--- src/rtl/sample_buffer_pkg.sv ---
// ============================================================================
// sample_buffer_pkg : shared FSM encoding and default sizing for sample_buffer
// Revision: 1.0
// ============================================================================
`default_nettype none

package sample_buffer_pkg;

  localparam int C_DEFAULT_DEPTH       = 16;
  localparam int C_DEFAULT_CAPTURE_LEN = 16;

  typedef enum logic [1:0] {
    IDLE    = 2'd0,
    ARMED   = 2'd1,
    CAPTURE = 2'd2,
    DRAIN   = 2'd3
  } state_t;

  // Only masked channels take part in the trigger compare.
  function automatic logic trig_hit(
    input logic [7:0] probe,
    input logic [7:0] mask,
    input logic [7:0] value
  );
    return (probe & mask) == (value & mask);
  endfunction

endpackage

`default_nettype wire

--- src/rtl/sync_fifo.sv ---
// ============================================================================
// sync_fifo : single-clock FIFO with flush, fall-through read data and
//             next-cycle occupancy output
// Revision: 1.0
// ============================================================================
`default_nettype none

module sync_fifo #(
  parameter int DEPTH = 16,
  parameter int WIDTH = 8
) (
  input  logic                   clk,
  input  logic                   rst,
  input  logic                   i_flush,
  input  logic                   i_push,
  input  logic                   i_pop,
  input  logic [WIDTH-1:0]       i_wr_data,
  output logic [WIDTH-1:0]       o_rd_data,
  output logic                   o_full,
  output logic                   o_empty,
  output logic [$clog2(DEPTH):0] o_count_next
);

  localparam int          AW     = $clog2(DEPTH);
  localparam logic [AW:0] C_FULL = (AW + 1)'(DEPTH);

  logic [WIDTH-1:0] mem [DEPTH];

  logic [AW-1:0] wr_ptr_q, wr_ptr_d;
  logic [AW-1:0] rd_ptr_q, rd_ptr_d;
  logic [AW:0]   count_q,  count_d;
  logic          push_ok;
  logic          pop_ok;

  assign o_full  = (count_q == C_FULL);
  assign o_empty = (count_q == '0);

  // A pop frees the head slot this cycle, so a push at full still lands.
  assign pop_ok  = i_pop & ~o_empty;
  assign push_ok = i_push & (~o_full | pop_ok);

  always_comb begin
    wr_ptr_d = wr_ptr_q;
    rd_ptr_d = rd_ptr_q;
    count_d  = count_q;
    if (i_flush) begin
      wr_ptr_d = '0;
      rd_ptr_d = '0;
      count_d  = '0;
    end else begin
      if (push_ok) wr_ptr_d = wr_ptr_q + 1'b1;
      if (pop_ok)  rd_ptr_d = rd_ptr_q + 1'b1;
      if (push_ok && !pop_ok) begin
        count_d = count_q + 1'b1;
      end else if (!push_ok && pop_ok) begin
        count_d = count_q - 1'b1;
      end
    end
  end

  always_ff @(posedge clk or posedge rst) begin
    if (rst) begin
      wr_ptr_q <= '0;
      rd_ptr_q <= '0;
      count_q  <= '0;
    end else begin
      wr_ptr_q <= wr_ptr_d;
      rd_ptr_q <= rd_ptr_d;
      count_q  <= count_d;
    end
  end

  always_ff @(posedge clk) begin
    if (push_ok && !i_flush) begin
      mem[wr_ptr_q] <= i_wr_data;
    end
  end

  assign o_rd_data    = mem[rd_ptr_q];
  assign o_count_next = count_d;

endmodule

`default_nettype wire

--- src/rtl/sample_buffer.sv ---
// ============================================================================
// sample_buffer : triggered logic-analyzer capture into a FIFO drained by a
//                 UART through an RdCLK rising-edge handshake
// Revision: 1.0
// ============================================================================
`default_nettype none

module sample_buffer
  import sample_buffer_pkg::*;
#(
  parameter int DEPTH       = C_DEFAULT_DEPTH,
  parameter int CAPTURE_LEN = C_DEFAULT_CAPTURE_LEN
) (
  input  logic       CLK,
  input  logic       Init,
  input  logic [7:0] Probe,
  input  logic       Sample,
  input  logic       Arm,
  input  logic [7:0] TrigMask,
  input  logic [7:0] TrigValue,
  input  logic       RdCLK,
  output logic [7:0] Data,
  output logic       EN,
  output logic       Busy,
  output logic       Overflow
);

  localparam int            CW    = $clog2(CAPTURE_LEN + 1);
  localparam logic [CW-1:0] C_LEN = CW'(CAPTURE_LEN);

  state_t               state_q, state_d;
  logic [CW-1:0]        samp_cnt_q, samp_cnt_d;
  logic                 rd_prev_q;
  logic                 en_q, en_d;
  logic                 busy_q, busy_d;
  logic                 overflow_q, overflow_d;

  logic                 push;
  logic                 pop;
  logic                 flush;
  logic                 fifo_full;
  logic                 fifo_empty;
  logic [7:0]           fifo_rd_data;
  logic [$clog2(DEPTH):0] fifo_count_next;

  // Only a low-to-high RdCLK transition consumes a byte.
  assign pop = RdCLK & ~rd_prev_q & ~fifo_empty;

  always_comb begin
    state_d    = state_q;
    samp_cnt_d = samp_cnt_q;
    overflow_d = overflow_q;
    push       = 1'b0;
    flush      = 1'b0;
    case (state_q)
      IDLE: begin
        if (Arm) begin
          state_d    = ARMED;
          flush      = 1'b1;
          overflow_d = 1'b0;
          samp_cnt_d = '0;
        end
      end
      ARMED: begin
        if (Sample && trig_hit(Probe, TrigMask, TrigValue)) begin
          push       = 1'b1;
          samp_cnt_d = CW'(1);
          state_d    = (CAPTURE_LEN == 1) ? DRAIN : CAPTURE;
        end
      end
      CAPTURE: begin
        if (Sample) begin
          push       = 1'b1;
          samp_cnt_d = samp_cnt_q + CW'(1);
          if (samp_cnt_d == C_LEN) state_d = DRAIN;
        end
      end
      DRAIN: begin
        if (fifo_empty) state_d = IDLE;
      end
      default: state_d = IDLE;
    endcase
    // The sample still counts toward the capture length when it is dropped.
    if (push && fifo_full && !pop) overflow_d = 1'b1;
  end

  assign en_d   = (fifo_count_next != '0);
  assign busy_d = (state_d != IDLE);

  always_ff @(posedge CLK or posedge Init) begin
    if (Init) begin
      state_q    <= IDLE;
      samp_cnt_q <= '0;
      rd_prev_q  <= 1'b0;
      en_q       <= 1'b0;
      busy_q     <= 1'b0;
      overflow_q <= 1'b0;
    end else begin
      state_q    <= state_d;
      samp_cnt_q <= samp_cnt_d;
      rd_prev_q  <= RdCLK;
      en_q       <= en_d;
      busy_q     <= busy_d;
      overflow_q <= overflow_d;
    end
  end

  sync_fifo #(
    .DEPTH (DEPTH),
    .WIDTH (8)
  ) u_fifo (
    .clk          (CLK),
    .rst          (Init),
    .i_flush      (flush),
    .i_push       (push),
    .i_pop        (pop),
    .i_wr_data    (Probe),
    .o_rd_data    (fifo_rd_data),
    .o_full       (fifo_full),
    .o_empty      (fifo_empty),
    .o_count_next (fifo_count_next)
  );

  assign Data     = fifo_rd_data;
  assign EN       = en_q;
  assign Busy     = busy_q;
  assign Overflow = overflow_q;

endmodule

`default_nettype wire

--- config.mk ---
export PLATFORM = sky130hd
export DESIGN_NAME = sample_buffer
export DESIGN_NICKNAME = d
export VERILOG_FILES = /design/src/rtl/sample_buffer_pkg.sv /design/src/rtl/sync_fifo.sv /design/src/rtl/sample_buffer.sv
export SDC_FILE = /design/constraint.sdc
export NUM_CORES = 1
export LEC_CHECK = 0
export BUFFER_PORTS_ARGS = -buffer_cell sky130_fd_sc_hd__buf_2
export CORE_ASPECT_RATIO = 0.9
export CORE_MARGIN = 2
export CORE_UTILIZATION = 65
export DETAILED_ROUTE_END_ITERATION = 10
export GPL_TIMING_DRIVEN = 0
export PLACE_DENSITY = 0.84
export SLEW_MARGIN = 15
export SYNTH_ARGS = -nofsm -noshare
export SYNTH_HDL_FRONTEND = slang
export SYNTH_SLANG_ARGS = --single-unit
--- constraint.sdc ---
create_clock -name CLK -period 6.5 [get_ports CLK]
set_input_delay 0.325 -clock CLK [delete_from_list [all_inputs] [get_ports CLK]]
set_output_delay 0.325 -clock CLK [all_outputs]
set_load 0.01 [all_outputs]
==> results of run 1 <==
==> layout by cell type, fill, tap and decap left out, types with 2 or more instances in the layout <==
master,Yosys,routed
a22oi_1,2,2
xnor2_1,3,3
o21ai_0,11,11
clkinvlp_4,0,4
mux4_2,40,40
edfxtp_1,128,128
a21oi_1,8,8
and2_1,17,17
buf_6,2,2
clkbuf_1,7,10
and3_1,2,2
inv_6,0,2
dfrtp_1,24,24
inv_1,11,11
clkinv_2,0,2
nor3_1,5,5
clkbuf_16,0,16
clkinv_4,0,2
or2b_2,2,2
nor2_1,17,17
nand2_1,21,21
nand3_1,5,5
nand4_1,2,2
ha_1,16,16
buf_1,4,4
buf_2,0,39
mux2i_1,3,3
xor2_1,13,13
==> power breakdown <==
group          switching, mW  internal (mW)
clock                  0.378          0.466
sequential            0.0416           1.09
combinational          0.384          0.318
total                  0.804           1.88
==> worst reg2reg max path, delay by kind of cell, from the launching register on <==
| kind | cells | cell delay (ps) |
|---|---|---|
| adder cells (fa/ha/maj) | 1 | 390 |
| AO/OA/AOI/OAI | 1 | 250 |
| AND/OR/NAND/NOR | 4 | 1410 |
| flip-flops | 1 | 400 |
| buffers and inverters | 1 | 120 |
==> logic make-up after synthesis <==
| logic type | after synthesis | share of synthesized area, % |
|---|---|---|
| XOR/XNOR | 16 | 2.14 |
| AND/OR/NAND/NOR | 87 | 7.51 |
| multiplexers | 44 | 14.4 |
| flip-flops | 152 | 67.7 |
| buffers and inverters | 24 | 1.60 |
| AO/OA/AOI/OAI | 32 | 3.62 |
| adder cells (fa/ha/maj) | 16 | 3.05 |
==> timing repair <==
action | CTS | global route
endpoints found under the hold margin | 1 | 0
buffers inserted | 0 | 0
hold buffers | 1 | 0
==> state kept, by name, summed over array words and instances, names as in the netlist <==
register         count
u_fifo.mem         128
samp_cnt_q           5
u_fifo.count_q       5
u_fifo.rd_ptr_q      4
u_fifo.wr_ptr_q      4
state_q              2
Busy                 1
EN                   1
Overflow             1
rd_prev_q            1
==> routing by layer <==
layer  vias up  routed length [um]
met5         -                  13
li1       1570                   -
met2       224                7090
met1      1830                5420
met3        44                1290
met4         2                 508
==> layout make-up <==
cell class              count  area (um2)
flip-flops and latches    152        4440
inverters                  11        41.3
repair buffers             40         205
well taps                 126         158
multi-input cells         195        2010
clock inverters            10        75.1
clock buffers              20         425
fillers                   516        2320
plain buffers              13        63.8
==> worst min-delay path by stage <==
| stage | from | cells past startpoint | end | slack [ps] |
|---|---|---|---|---|
| 2_1_floorplan | Init | 1 | Busy | 340 |
| 3_3_place_gp | RdCLK | 1 | rd_prev_q | 450 |
| 3_5_place_dp | RdCLK | 1 | rd_prev_q | 450 |
| 4_1_cts | Init | 2 | samp_cnt_q[2] | 30 |
| 5_1_grt | Init | 2 | samp_cnt_q[2] | 80 |
| 6_report | Init | 2 | samp_cnt_q[2] | 10 |
==> results.txt, run 1 <==
Crit path depth: 5
Clock Skews: 10.2 ps
Row count: 34
Slew margin rel.: 34.2%
Core Util, Final: 76.2%
Final number of setup-violating endpoints: 0
Area after DPL: 6920 um2
Worst path slowest cell: buf_1
Final Non-Filler Cells: 567
Status: completed
CTS root buf: clkbuf_8
Met1 usage: 39.2%
CTS clk-pin slew, worst paths: 60 ps
R2R Setup Slk: 3560 ps
Max-slew violation count: 0
Hold slack final: 13.7 ps
PortBufs: 39
Worst EP arrival: 3370 ps
Post-place setup slack: 3240 ps
Die X: 110 um
Final nets: 475
Leakage: 2.63 nW
Power Dens Cells: 361 nW/um2
DPL Wire Length: 8930 um
Setup Total Neg Slack: 0 ps
Busiest metal layer after global routing: met2
Overall power: 2.68 mW
Synth top area cells: edfxtp_1 (59%), mux4_2 (14%), dfrtp_1 (9.2%), ha_1 (3.1%), xor2_1 (1.7%)
RSZ-0062 raised after global routing: false
Tot GR Track Use: 29.2%
Final worst slack: 2810 ps
Mapped Cells: 371
Synth Warn #: 0
Final hold vios: 0
Yosys reg bits: 152
Grt ovf: 0
ANT cells: 0
HP Class: in2async
Vias/cell: 6.47
Vias in the first global route: 3732
Largest vdd supply drop: 0.240 mV
CTS tree: yes
Share of cells above drive strength 1: 27.7%
Core outline area: 9740 um2
Clk sinks: 152
Post-synth EDFFs: 128
Largest net degree at the start of global routing: 25
Initial antenna violation count: 1
Cell area after layout: 7430 um2
Die area: 10900 um2
CTS Buf Count: 17
Die Ht: 99.3 um
Synth async-reset ratio: 15.8%
Worst r2r path cells: 7
Tcrit/Tclk final: 56.8%
Clock latency at the later pin of the worst-skew pair: 530 ps
Leading area contributor after synthesis: edfxtp_1
Final min period: 3690 ps
Crit. Startpoint: u_fifo.rd_ptr_q[0]
Mapped Area: 6560 um2
First-pass DRT Iterations: 5
I/O pins: 40
Crit path capture: Data[6]
# placed instances: 536
Post-synth cell types: 50
Residual DRC: 0
Synth top cells by count: edfxtp_1 (128), mux4_2 (40), dfrtp_1 (24)
Critical Path RT: 6170 ps
Syn avg cell area: 17.7 um2
Post-CTS sizing: 0
Placer's final routability congestion estimate: 0.842
Sequential share of the synthesized area: 67.7%
Cell family with most CP delay: buffers and inverters
Most frequent cell after synthesis: edfxtp_1
Critical-path cell list: clkbuf_1, buf_1, mux4_2, mux4_2, buf_2
Worst slew pin tran: 986 ps
Routed WL per cell: 25.2 um
Area delta synth->final: 13.2%
H-tree depth: 4
Met3 usage in global routing: 7.80%
CTS max path bufs: 2
Reg2Reg Launch Point: state_q[0]
Crit Path Category: reg2out
Syn nets: 416
Worst Path Buf+Inv: 3
Slowest stage delay, CP: 770 ps
R2r endpoint: u_fifo.mem[3][3]
Via count: 3670
Fmax: 271 MHz
First-pass GRT wire length: 21900 um
Post-synth top flop: edfxtp_1
Yosys top cell area share: 58.6%
Starting density of the core: 67.4%
CP dominant cell by count: mux4_2
Critical Path Source Type: flip-flop
1st-iter DRT viols: 307
Max_cap viols: 0
Final antenna-violating net count: 0
CP Capture Type: primary output
Final WL: 14300 um
M2 GR Usage: 45.8%
CP max FO: 10
(Power assumes the default switching activity.)
==> run 2, diff against run 1 <==
--- a/config.mk
+++ b/config.mk
@@ -8,10 +8,10 @@
 export BUFFER_PORTS_ARGS = -buffer_cell sky130_fd_sc_hd__buf_2
 export CORE_ASPECT_RATIO = 0.9
 export CORE_MARGIN = 2
-export CORE_UTILIZATION = 65
+export CORE_UTILIZATION = 54
 export DETAILED_ROUTE_END_ITERATION = 10
 export GPL_TIMING_DRIVEN = 0
-export PLACE_DENSITY = 0.84
+export PLACE_DENSITY = 0.75
 export SLEW_MARGIN = 15
 export SYNTH_ARGS = -nofsm -noshare
 export SYNTH_HDL_FRONTEND = slang
==> constraint.sdc (replaced) <==
create_clock -name CLK -period 3.3 [get_ports CLK]
set_input_delay 0.165 -clock CLK [delete_from_list [all_inputs] [get_ports CLK]]
set_output_delay 0.165 -clock CLK [all_outputs]
set_load 0.01 [all_outputs]
==> results.txt, run 2 (synthesis results as in run 1) <==
1st-iter DRT viols: 307
Critical Path Source Type: flip-flop
Grt ovf: 0
Initial antenna violation count: 0
ANT cells: 0
Final nets: 476
HP Class: in2reg
Critical Path RT: 3130 ps
CTS clk-pin slew, worst paths: 60 ps
CP max FO: 10
CTS max path bufs: 2
Area delta synth->final: 15.4%
Most common cell after layout, fill and taps aside: edfxtp_1
Setup Total Neg Slack: 0 ps
Max FFs per register: 128
R2R Setup Slk: 340 ps
Area after DPL: 6960 um2
R2r endpoint: u_fifo.mem[2][3]
Starting density of the core: 55.0%
First-pass GRT wire length: 19900 um
Status: completed
CP Capture Type: primary output
Largest net degree at the start of global routing: 25
Largest registers: u_fifo.mem (128), samp_cnt_q (5), u_fifo.count_q (5)
Max-slew violation count: 0
Leakage: 2.69 nW
Residual DRC: 0
Die X: 120 um
Power Dens Cells: 719 nW/um2
Max_cap viols: 0
Crit Path Category: reg2out
Multi-input logic area: 2010 um2
H-tree depth: 4
Sequential fraction of design power: 41.0%
Clock Skews: 10.7 ps
CTS root buf: clkbuf_16
Slew margin rel.: 35.4%
Clk sinks: 152
RSZ-0062 raised after global routing: false
Worst path slowest cell: mux4_2
Final antenna-violating net count: 0
Tot GR Track Use: 21.4%
Worst r2r path cells: 7
Vias/cell: 5.77
Via count: 3483
Switch share: 28.4%
Tcrit/Tclk final: 95.0%
Row count: 38
Final WL: 12800 um
Comb pwr share: 24.3%
Die Ht: 109 um
Cell area after layout: 7570 um2
Final hold vios: 0
DPL Wire Length: 8300 um
PortBufs: 39
Fmax: 319 MHz
Hold slack final: 89.3 ps
Commonest cells after routing, fill and taps aside: edfxtp_1 (128), mux4_2 (40), buf_2 (39)
CTS tree: yes
Worst EP arrival: 2970 ps
First-pass DRT Iterations: 5
Core Util, Final: 63.5%
Clock latency at the later pin of the worst-skew pair: 430 ps
Vias in the first global route: 3559
Slowest stage delay, CP: 600 ps
Hold Path Origin: Arm
Hold Path Depth: 3
Power Internal: 3.90 mW
Clk pwr share: 34.7%
Die area: 13100 um2
CP dominant cell by count: mux4_2
Register Area: 4440 um2
Share of cells above drive strength 1: 28.4%
Routed WL per cell: 21.1 um
Worst slew pin tran: 967 ps
Most flop-heavy register: u_fifo.mem
Largest vdd supply drop: 0.468 mV
Final min period: 3130 ps
Critical-path cell list: clkbuf_1, clkdlybuf4s18_2, mux4_2, mux4_2, buf_2
Placer's final routability congestion estimate: 0.822
Net Switching: 1.54 mW
Fillers: 831
Final number of setup-violating endpoints: 0
Core outline area: 11900 um2
I/O pins: 40
CTS Buf Count: 17
Hold worst-path end: state_q[0]
Reg2Reg Launch Point: state_q[0]
## run 2: cell count changes in the layout (fill, tap and decap cells not counted), moves of 2 or more
cell and delta:
clkinvlp_4 -4, clkinv_1 +4, buf_1 -3, clkdlybuf4s15_2 +2, clkbuf_1 -3, bufinv_16 +2
## run 2: layout make-up
type | instances | share of cell area, %
Tap cell | 160 | 2.64
Multi-Input combinational cell | 195 | 26.6
Clock inverter | 15 | 1.97
Clock buffer | 17 | 5.62
Buffer | 13 | 1.12
Inverter | 11 | 0.545
Timing Repair Buffer | 41 | 2.84
Sequential cell | 152 | 58.7
## run 2: critical path, delay by kind of cell (launching register included)
| family | cells | cell delay [ps] |
|---|---|---|
| buffers and inverters | 3 | 1070 |
| DFF | 1 | 350 |
| muxes | 2 | 1120 |
## run 2: how the worst max path moves through the flow
stage | start | endpoint | slack, ps | cells past startpoint
after floorplan | u_fifo.count_q[0] | EN | 830 | 9
after global placement | Probe[2] | u_fifo.mem[0][3] | 270 | 8
after detailed placement | Probe[2] | u_fifo.mem[0][5] | 100 | 8
after CTS | u_fifo.rd_ptr_q[0] | Data[2] | 120 | 5
after global routing | u_fifo.rd_ptr_q[0] | Data[7] | 10 | 5
final | u_fifo.rd_ptr_q[0] | Data[7] | 170 | 5
## run 2: timing repair
| action | 4_1_cts | 5_1_grt |
|---|---|---|
| cloned | 0 | 0 |
| endpoints found under the setup margin | 8 | 1 |
| setup buffers | 0 | 0 |
| hold endpoints to repair | 25 | 0 |
| hold buffers | 2 | 0 |
| gates resized for setup | 6 | 1 |
| pin swaps | 0 | 0 |
## run 2: power by group through the flow
stage,Clock (mW),Sequential (mW),Combinational (mW)
after detailed placement,0,2.27,1.31
after global routing,2.00,2.24,1.44
after global placement,0,2.26,1.27
final,1.89,2.23,1.32
after floorplan,0,2.26,0.941
after CTS,1.92,2.23,1.34
## run 2: layer usage
| layer | track usage [%] | vias to the layer above | routed length [um] |
|---|---|---|---|
| met5 | 0 | - | 0 |
| met4 | 8.99 | 0 | 174 |
| met3 | 4.91 | 13 | 668 |
| met2 | 33.5 | 117 | 6140 |
| met1 | 29.4 | 1783 | 5790 |
| li1 | - | 1570 | - |
## run 2: stage by stage
stage,instances,worst slack [ps],power [mW]
floorplan,371,826,3.20
global placement,570,270,3.54
detailed placement,570,96.4,3.57
CTS,604,118,5.49
global route,604,10.5,5.69
finish,604,165,5.45
==> run 3, diff against run 2 <==
--- a/config.mk
+++ b/config.mk
@@ -7,7 +7,7 @@
 export LEC_CHECK = 0
 export BUFFER_PORTS_ARGS = -buffer_cell sky130_fd_sc_hd__buf_2
 export CORE_ASPECT_RATIO = 0.9
-export CORE_MARGIN = 2
+export CORE_MARGIN = 4
 export CORE_UTILIZATION = 54
 export DETAILED_ROUTE_END_ITERATION = 10
 export GPL_TIMING_DRIVEN = 0
==> results.txt, run 3 (synthesis results as in run 1) <==
Largest vdd supply drop: 0.432 mV
Overall power: 5.32 mW
Clock Skews: 7.48 ps
Worst EP arrival: 2930 ps
Die X: 124 um
Critical-path cell list: clkbuf_1, clkdlybuf4s18_2, mux4_2, mux4_2, buf_2
Leakage: 2.67 nW
CP Capture Type: primary output
CTS clk-pin slew, worst paths: 60 ps
Crit path depth: 5
I/O pins: 40
CTS tree: yes
Critical Path Source Type: flip-flop
Largest net degree at the start of global routing: 25
CTS Buf Count: 17
Vias in the first global route: 3464
Crit path capture: Data[0]
Reg2Reg Launch Point: state_q[0]
Tot GR Track Use: 19.4%
Critical Path RT: 3130 ps
Clk sinks: 152
Worst path slowest cell: mux4_2
HP Class: in2reg
Setup Total Neg Slack: 0 ps
Fillers: 811
Worst r2r path cells: 7
CP dominant cell by count: mux4_2
Final hold vios: 0
Share of cells above drive strength 1: 28.6%
Status: completed
Core outline area: 11700 um2
Starting density of the core: 56.3%
CTS max path bufs: 2
Hold slack final: 78.8 ps
Cell family with most CP delay: multiplexers
Residual DRC: 0
Worst Path Buf+Inv: 3
Die Ht: 113 um
Final min period: 3100 ps
Power Dens Cells: 707 nW/um2
RSZ-0062 raised after global routing: false
CP max FO: 10
Fmax: 323 MHz
Grt ovf: 0
Final number of setup-violating endpoints: 0
ANT cells: 0
R2R Setup Slk: 350 ps
First-pass DRT Iterations: 4
Placer's final routability congestion estimate: 0.797
Final worst slack: 203 ps
Final WL: 12700 um
H-tree depth: 4
Largest registers: u_fifo.mem (128), samp_cnt_q (5), u_fifo.count_q (5)
First-pass GRT wire length: 19900 um
Max-slew violation count: 0
Initial antenna violation count: 0
# placed instances: 566
Final Non-Filler Cells: 600
Register Area: 4440 um2
Clock latency at the later pin of the worst-skew pair: 420 ps
Tcrit/Tclk final: 93.9%
Most common cell after layout, fill and taps aside: edfxtp_1
Slowest stage delay, CP: 590 ps
Cell area after layout: 7520 um2
1st-iter DRT viols: 249
Max FFs per register: 128
Slew margin rel.: 37.9%
CTS root buf: clkbuf_16
Post-place setup slack: 151 ps
PortBufs: 39
Commonest cells after routing, fill and taps aside: edfxtp_1 (128), buf_2 (41), mux4_2 (40)
Routed WL per cell: 21.1 um
Multi-input logic area: 2010 um2
DPL Wire Length: 8330 um
Worst slew pin tran: 931 ps
Crit Path Category: reg2out
Crit. Startpoint: u_fifo.rd_ptr_q[0]
Vias/cell: 5.84
R2r endpoint: u_fifo.mem[3][5]
Area delta synth->final: 14.6%
Setup Buffers After CTS: 0
Area after DPL: 6950 um2
Final antenna-violating net count: 0
Max_cap viols: 0
Most flop-heavy register: u_fifo.mem
Core Util, Final: 64.5%
Final nets: 476
Row count: 37
Via count: 3504
Die area: 14000 um2
[run 3: area by class of cell]
cell class | instances | share of cell area (%)
Timing Repair Buffer | 41 | 2.86
Tap cell | 156 | 2.60
Buffer | 13 | 0.965
Clock buffer | 18 | 5.71
Sequential cell | 152 | 59.1
Clock inverter | 14 | 1.46
Multi-Input combinational cell | 195 | 26.8
Inverter | 11 | 0.549
[run 3: metal layers]
layer | GRT usage, % | vias to the layer above | routed length [um]
met1 | 27.0 | 1792 | 5690
met5 | 0 | - | 0
met4 | 7.23 | 0 | 198
met3 | 6.47 | 15 | 895
li1 | - | 1573 | -
met2 | 28.7 | 124 | 5900
[run 3: worst min-delay path by stage]
stage | cells past startpoint | slack (ps) | to | startpoint
after floorplan | 1 | 180 | Busy | Init
after global placement | 1 | 290 | rd_prev_q | RdCLK
after detailed placement | 1 | 290 | rd_prev_q | RdCLK
after CTS | 3 | 70 | state_q[0] | Arm
after global routing | 3 | 100 | state_q[0] | Arm
final | 3 | 80 | state_q[0] | Arm
[run 3: worst reg2reg max path: stages, from the launching register on]
cell     delay (ps)
dfrtp_1         400
inv_1           120
ha_1            410
nand2_1         140
o21a_4          250
nor3_1          320
nor3b_1         390
and2_1          550
[run 3: where the power goes]
part,total (mW),leakage [nW],switching [mW],internal [mW]
logic,1.31,0.942,0.685,0.628
registers,2.23,1.47,0.0769,2.16
clock network,1.77,0.256,0.747,1.02
total,5.32,2.67,1.51,3.81
[run 3: repair_timing]
action	4_1_cts	5_1_grt
endpoints found under the setup margin	8	6
resized for setup	6	5
hold buffers	2	0
endpoints found under the hold margin	25	0
